==> src/rtl/multiplex_queue.sv <==
// Multiplexes ARGC argument streams into a tagged output queue.
// Channel choice comes from a select stream or round-robin arbitration.
module multiplex_queue #(
  parameter int ARGW  = 16,
  parameter int ARGC  = 2,
  parameter int DEPTH = 2,
  parameter int MODE  = 0,
  localparam int SELW = $clog2(ARGC)
) (
  input  logic                 clk,
  input  logic                 rst,
  input  logic [ARGC-1:0]      arg_stb,
  input  logic [ARGC*ARGW-1:0] arg_dat,
  output logic [ARGC-1:0]      arg_rdy,
  input  logic                 sel_stb,
  input  logic [SELW-1:0]      sel_dat,
  output logic                 sel_rdy,
  output logic                 out_stb,
  output logic [ARGW-1:0]      out_dat,
  output logic [SELW-1:0]      out_sel,
  input  logic                 out_rdy
);

  localparam int AW = $clog2(DEPTH);
  localparam int CW = AW + 1;
  localparam logic [CW-1:0]   FULL = CW'(DEPTH);
  localparam logic [SELW:0]   NCH  = (SELW+1)'(ARGC);

  logic [ARGW-1:0] mem_dat [DEPTH] = '{default: '0};
  logic [SELW-1:0] mem_sel [DEPTH] = '{default: '0};
  logic [CW-1:0]   count  = '0;
  logic [AW-1:0]   wr_ptr = '0;
  logic [AW-1:0]   rd_ptr = '0;
  logic [SELW-1:0] ptr    = '0;

  logic [SELW-1:0] nxt_ptr;
  logic            space;
  logic            push;
  logic            pop;
  logic [ARGW-1:0] push_dat;
  logic [SELW-1:0] push_sel;
  logic            found;
  logic [SELW-1:0] gnt;
  logic [SELW-1:0] cand;
  int              idx;

  assign space   = (count != FULL) | out_rdy;
  assign pop     = (count != '0) & out_rdy;
  assign out_stb = (count != '0);
  assign out_dat = mem_dat[rd_ptr];
  assign out_sel = mem_sel[rd_ptr];

  always_comb begin
    arg_rdy  = '0;
    sel_rdy  = 1'b0;
    push     = 1'b0;
    push_dat = '0;
    push_sel = '0;
    nxt_ptr  = ptr;
    found    = 1'b0;
    gnt      = '0;
    cand     = '0;
    idx      = 0;
    if (MODE == 0) begin
      if (!rst && space && sel_stb) begin
        // out-of-range select is consumed without touching any channel
        if ({1'b0, sel_dat} >= NCH) begin
          sel_rdy = 1'b1;
        end else if (arg_stb[sel_dat]) begin
          sel_rdy          = 1'b1;
          arg_rdy[sel_dat] = 1'b1;
          push             = 1'b1;
          push_sel         = sel_dat;
          push_dat         = arg_dat[ARGW*int'(sel_dat) +: ARGW];
        end
      end
    end else begin
      for (int k = 0; k < ARGC; k++) begin
        idx = int'(ptr) + k;
        if (idx >= ARGC) idx = idx - ARGC;
        cand = SELW'(idx);
        if (!found && arg_stb[cand]) begin
          found = 1'b1;
          gnt   = cand;
        end
      end
      if (!rst && space && found) begin
        arg_rdy[gnt] = 1'b1;
        push         = 1'b1;
        push_sel     = gnt;
        push_dat     = arg_dat[ARGW*int'(gnt) +: ARGW];
        nxt_ptr      = ({1'b0, gnt} == NCH - 1'b1) ? '0 : gnt + 1'b1;
      end
    end
  end

  always_ff @(posedge clk) begin
    if (rst) begin
      count  <= '0;
      wr_ptr <= '0;
      rd_ptr <= '0;
      ptr    <= '0;
      for (int i = 0; i < DEPTH; i++) begin
        mem_dat[i] <= '0;
        mem_sel[i] <= '0;
      end
    end else begin
      ptr <= nxt_ptr;
      if (push) begin
        mem_dat[wr_ptr] <= push_dat;
        mem_sel[wr_ptr] <= push_sel;
        wr_ptr          <= wr_ptr + 1'b1;
      end
      if (pop) rd_ptr <= rd_ptr + 1'b1;
      case ({push, pop})
        2'b10:   count <= count + 1'b1;
        2'b01:   count <= count - 1'b1;
        default: count <= count;
      endcase
    end
  end

  logic unused_ok;
  assign unused_ok = ^{sel_stb, sel_dat, ptr};

endmodule
==> config.mk <==
export PLATFORM = sky130hd
export DESIGN_NAME = multiplex_queue
export DESIGN_NICKNAME = d
export VERILOG_FILES = /design/src/rtl/multiplex_queue.sv
export SDC_FILE = /design/constraint.sdc
export NUM_CORES = 1
export LEC_CHECK = 0
export BUFFER_PORTS_ARGS = -buffer_cell sky130_fd_sc_hd__buf_2
export CAP_MARGIN = 30
export CORE_ASPECT_RATIO = 0.9
export CORE_MARGIN = 2
export CORE_UTILIZATION = 50
export DETAILED_ROUTE_END_ITERATION = 12
export PLACE_DENSITY = 0.79
export SLEW_MARGIN = 0
export SYNTH_ARGS = -nofsm -noshare
export SYNTH_HDL_FRONTEND = slang
export SYNTH_SLANG_ARGS = --single-unit
==> constraint.sdc <==
create_clock -name clk -period 2.45 [get_ports clk]
set_clock_uncertainty 0.15 [all_clocks]
set_input_delay 0.245 -clock clk [delete_from_list [all_inputs] [get_ports clk]]
set_output_delay 0.245 -clock clk [all_outputs]
set_load 0.005 [all_outputs]
==> flow_metrics.tcl <==
set metrics [dict create \
    run_status "finished, final reports clean" \
    dominantRegCellSynth "edfxtp_1" \
    clkLatencyLatePin_ns 0.28 \
    firstDrtPassIters 4 \
    grt_start_max_net_pins 19 \
    path_max_fanout 5 \
    ant_nets 0 \
    cpLargestDelayFamily "simple AND/OR/NAND/NOR gates" \
    synth_xor_xnor_area_share_pct 1.40 \
    synthTopCellsByArea "edfxtp_1, mux2_2, mux2i_1, nor2_1, dfxtp_1" \
    min_period_over_period_pct 79.2 \
    crit_path_start_kind "flop" \
    routed_wire_length_per_instance_um 13.6 \
    holdWs_ns 0.0683 \
    die_h_um 62.0 \
    synth-simple-area-share_pct 13.8 \
    synth-edff-count 34 \
    placed_cell_area_mm2 0.00220 \
    fin_area_mm2 0.00228 \
    synth_nets 181 \
    synth-seq-area-share_pct 59.9 \
    synth-compound-area-share_pct 1.20 \
    grt.overflow.total 0 \
    timing.setup.tns_ns 0 \
    muxShareOfSynthArea_pct 19.6 \
    root_buffer "clkbuf_8" \
    slew_violations 0 \
    grt.busiest_layer "met2" \
    cp.arrival_ns 2.00 \
    required_ns 2.51 \
    dp_worst_setup_slack_ns 0.510 \
    antenna_found_initial 0 \
    synthDominantCellAreaShare_pct 54.6 \
    area_delta_synth_final_pct 21.7 \
    rsz0062_at_grt "no" \
    leakagePower_nw 0.999 \
    cts_tree "yes" \
    drive_gt1_share_pct 43.9 \
    syn_area_per_cell_um2 13.3 \
    synthCells 141 \
    ys_ff_latch 39 \
    min_path_type "in2reg" \
    max_cap_violations 0 \
    irDropWorstVdd_mv 0.417 \
    cp.depth 5 \
    synthAdderAreaFrac_pct 0.669 \
    postCtsHoldBufs 0 \
    setup_viol 0 \
    cts.repair.resized 0 \
    grtUsageMet1_pct 19.6 \
    start_util_pct 51.2 \
    crit_buf_inv 0 \
    placementRows 21 \
    async_flop_share_pct 0 \
    maxSlewHeadroom_pct 79.7 \
    hpwl_um 2470 \
    htreeDepth 2 \
    drt-total-wl_um 3400 \
    groute.usage.overall_pct 18.0 \
    numCtsBuffers 5 \
    synth_top_family_by_area "multiplexers" \
    fmax_mhz 515 \
    yosysMostFrequentCell "nor2_1" \
    clk_pin_slew_ns 0.06 \
    die_area_mm2 0.00425 \
    yosys.area.top_type "edfxtp_1" \
    synth_warnings 0 \
    gp_congestion 0.774 \
    tightest_slew_ns 0.304 \
    cts.sinks 39 \
    hold_viol 0 \
    vias_per_cell 5.03 \
    n_antenna_cell 0 \
    post-cts-setup-buffers 0 \
    port_buffers 59 \
    setup_slack_ns 0.509 \
    powerDensity_mw_per_mm2 645 \
    clockBufferDepth 2 \
    core_area_mm2 0.00365 \
    use_met3_pct 5.77 \
    ys_types 27 \
    vias 1262 \
    synth_common_cells "nor2_1, edfxtp_1, mux2_2, mux2i_1, dfxtp_1" \
    fin_crit_ns 1.94 \
    holdPathStages 2 \
    crit_type "reg2reg" \
    drc 0 \
    io_pins 60 \
    grt_first_pass_wirelength_um 5260 \
    drtIter0Drc 45 \
    layout.nets 244 \
    path_cells "or3b_4 -> nand3_1 -> ha_1 -> or3_1 -> a21oi_1" \
    fp.dieW_um 68.5 \
    use_met2_pct 32.0 \
    critPathMaxStageDelay_ns 0.44 \
    netlist_area_mm2 0.00187 \
    endpoint_kind "flop" \
    grt_pass1_vias 1228 \
    ff2ff_path_depth 5 \
    worst_path_max_delay_cell "or3b_4" \
]
-- final timing paths --
| check | startpoint | endpoint | slack (ns) |
|---|---|---|---|
| worst min register to register | count[1] | count[1] | 0.38 |
| worst min-delay path | rst | count[0] | 0.07 |
| worst max register to register | count[1] | count[1] | 0.51 |
| worst max-delay path | count[1] | count[1] | 0.51 |
-- cell type report --
cell class | instances | area [µm²]
Multi-Input combinational cell | 93 | 686
Clock buffer | 6 | 72.6
Fill cell | 306 | 1380
Clock inverter | 2 | 7.51
Tap cell | 46 | 57.6
Sequential cell | 39 | 1120
Timing Repair Buffer | 63 | 325
Inverter | 2 | 7.51
-- registers in the layout (all words and copies together) (netlist names), named ones only --
signal / cells
mem_sel: 2
wr_ptr: 1
rd_ptr: 1
count: 2
mem_dat: 32
-- kinds of logic (layout without fill, tap and decap cells) --
family                   count (synthesis)  after routing
AO/OA/AOI/OAI                            4              4
buffers and inverters                    9             73
flip-flops                              39             39
multiplexers                            34             34
XOR/XNOR                                 3              3
adder cells (fa/ha/maj)                  1              1
AND/OR/NAND/NOR                         51             51
-- worst reg2reg max path: stages (launching register included) --
cell and delay, ns:
dfxtp_1 0.38, or3b_4 0.44, nand3_1 0.12, ha_1 0.26, or3_1 0.37, a21oi_1 0.14
-- per-layer routing --
layer  up-vias  part of all wire (%)
li1        625                     -
met1       594                    39
met2        39                    54
met3         4                   5.7
met4         0                  0.91
met5         -                     0
-- metrics by stage --
stage          power (W)  util, %  std cells
4_1_cts          0.00149     62.4        251
3_3_place_gp     0.00109     60.2        243
5_1_grt          0.00154     62.4        251
6_report         0.00147     62.4        251
3_5_place_dp     0.00110     60.2        243
2_1_floorplan   0.000989        -        141
-- power breakdown --
group	total [W]	switching (W)	internal (W)	leakage, nW
Clock	0.000387	0.000194	0.000194	0.0403
Combinational	0.000289	0.000136	0.000153	0.564
Sequential	0.000792	0.0000213	0.000771	0.395
-- layout by cell type, fill, tap and decap left out --
cell type	instances
buf_2	59
nor2_1	36
edfxtp_1	34
mux2_2	17
mux2i_1	16
dfxtp_1	5
clkbuf_8	5
buf_4	4
nand2b_1	3
inv_1	2
nand2_1	2
nand4_4	2
xnor2_1	2
nor3_1	2
clkinv_1	2
o21a_1	1
and2b_1	1
or3b_4	1
mux2_4	1
nand3_1	1
nor3b_1	1
or2_2	1
o21ai_0	1
or3_1	1
a21oi_1	1
o21ai_1	1
xor2_1	1
ha_1	1
clkbuf_1	1
No activity file was read; power rests on OpenSTA's default activity.
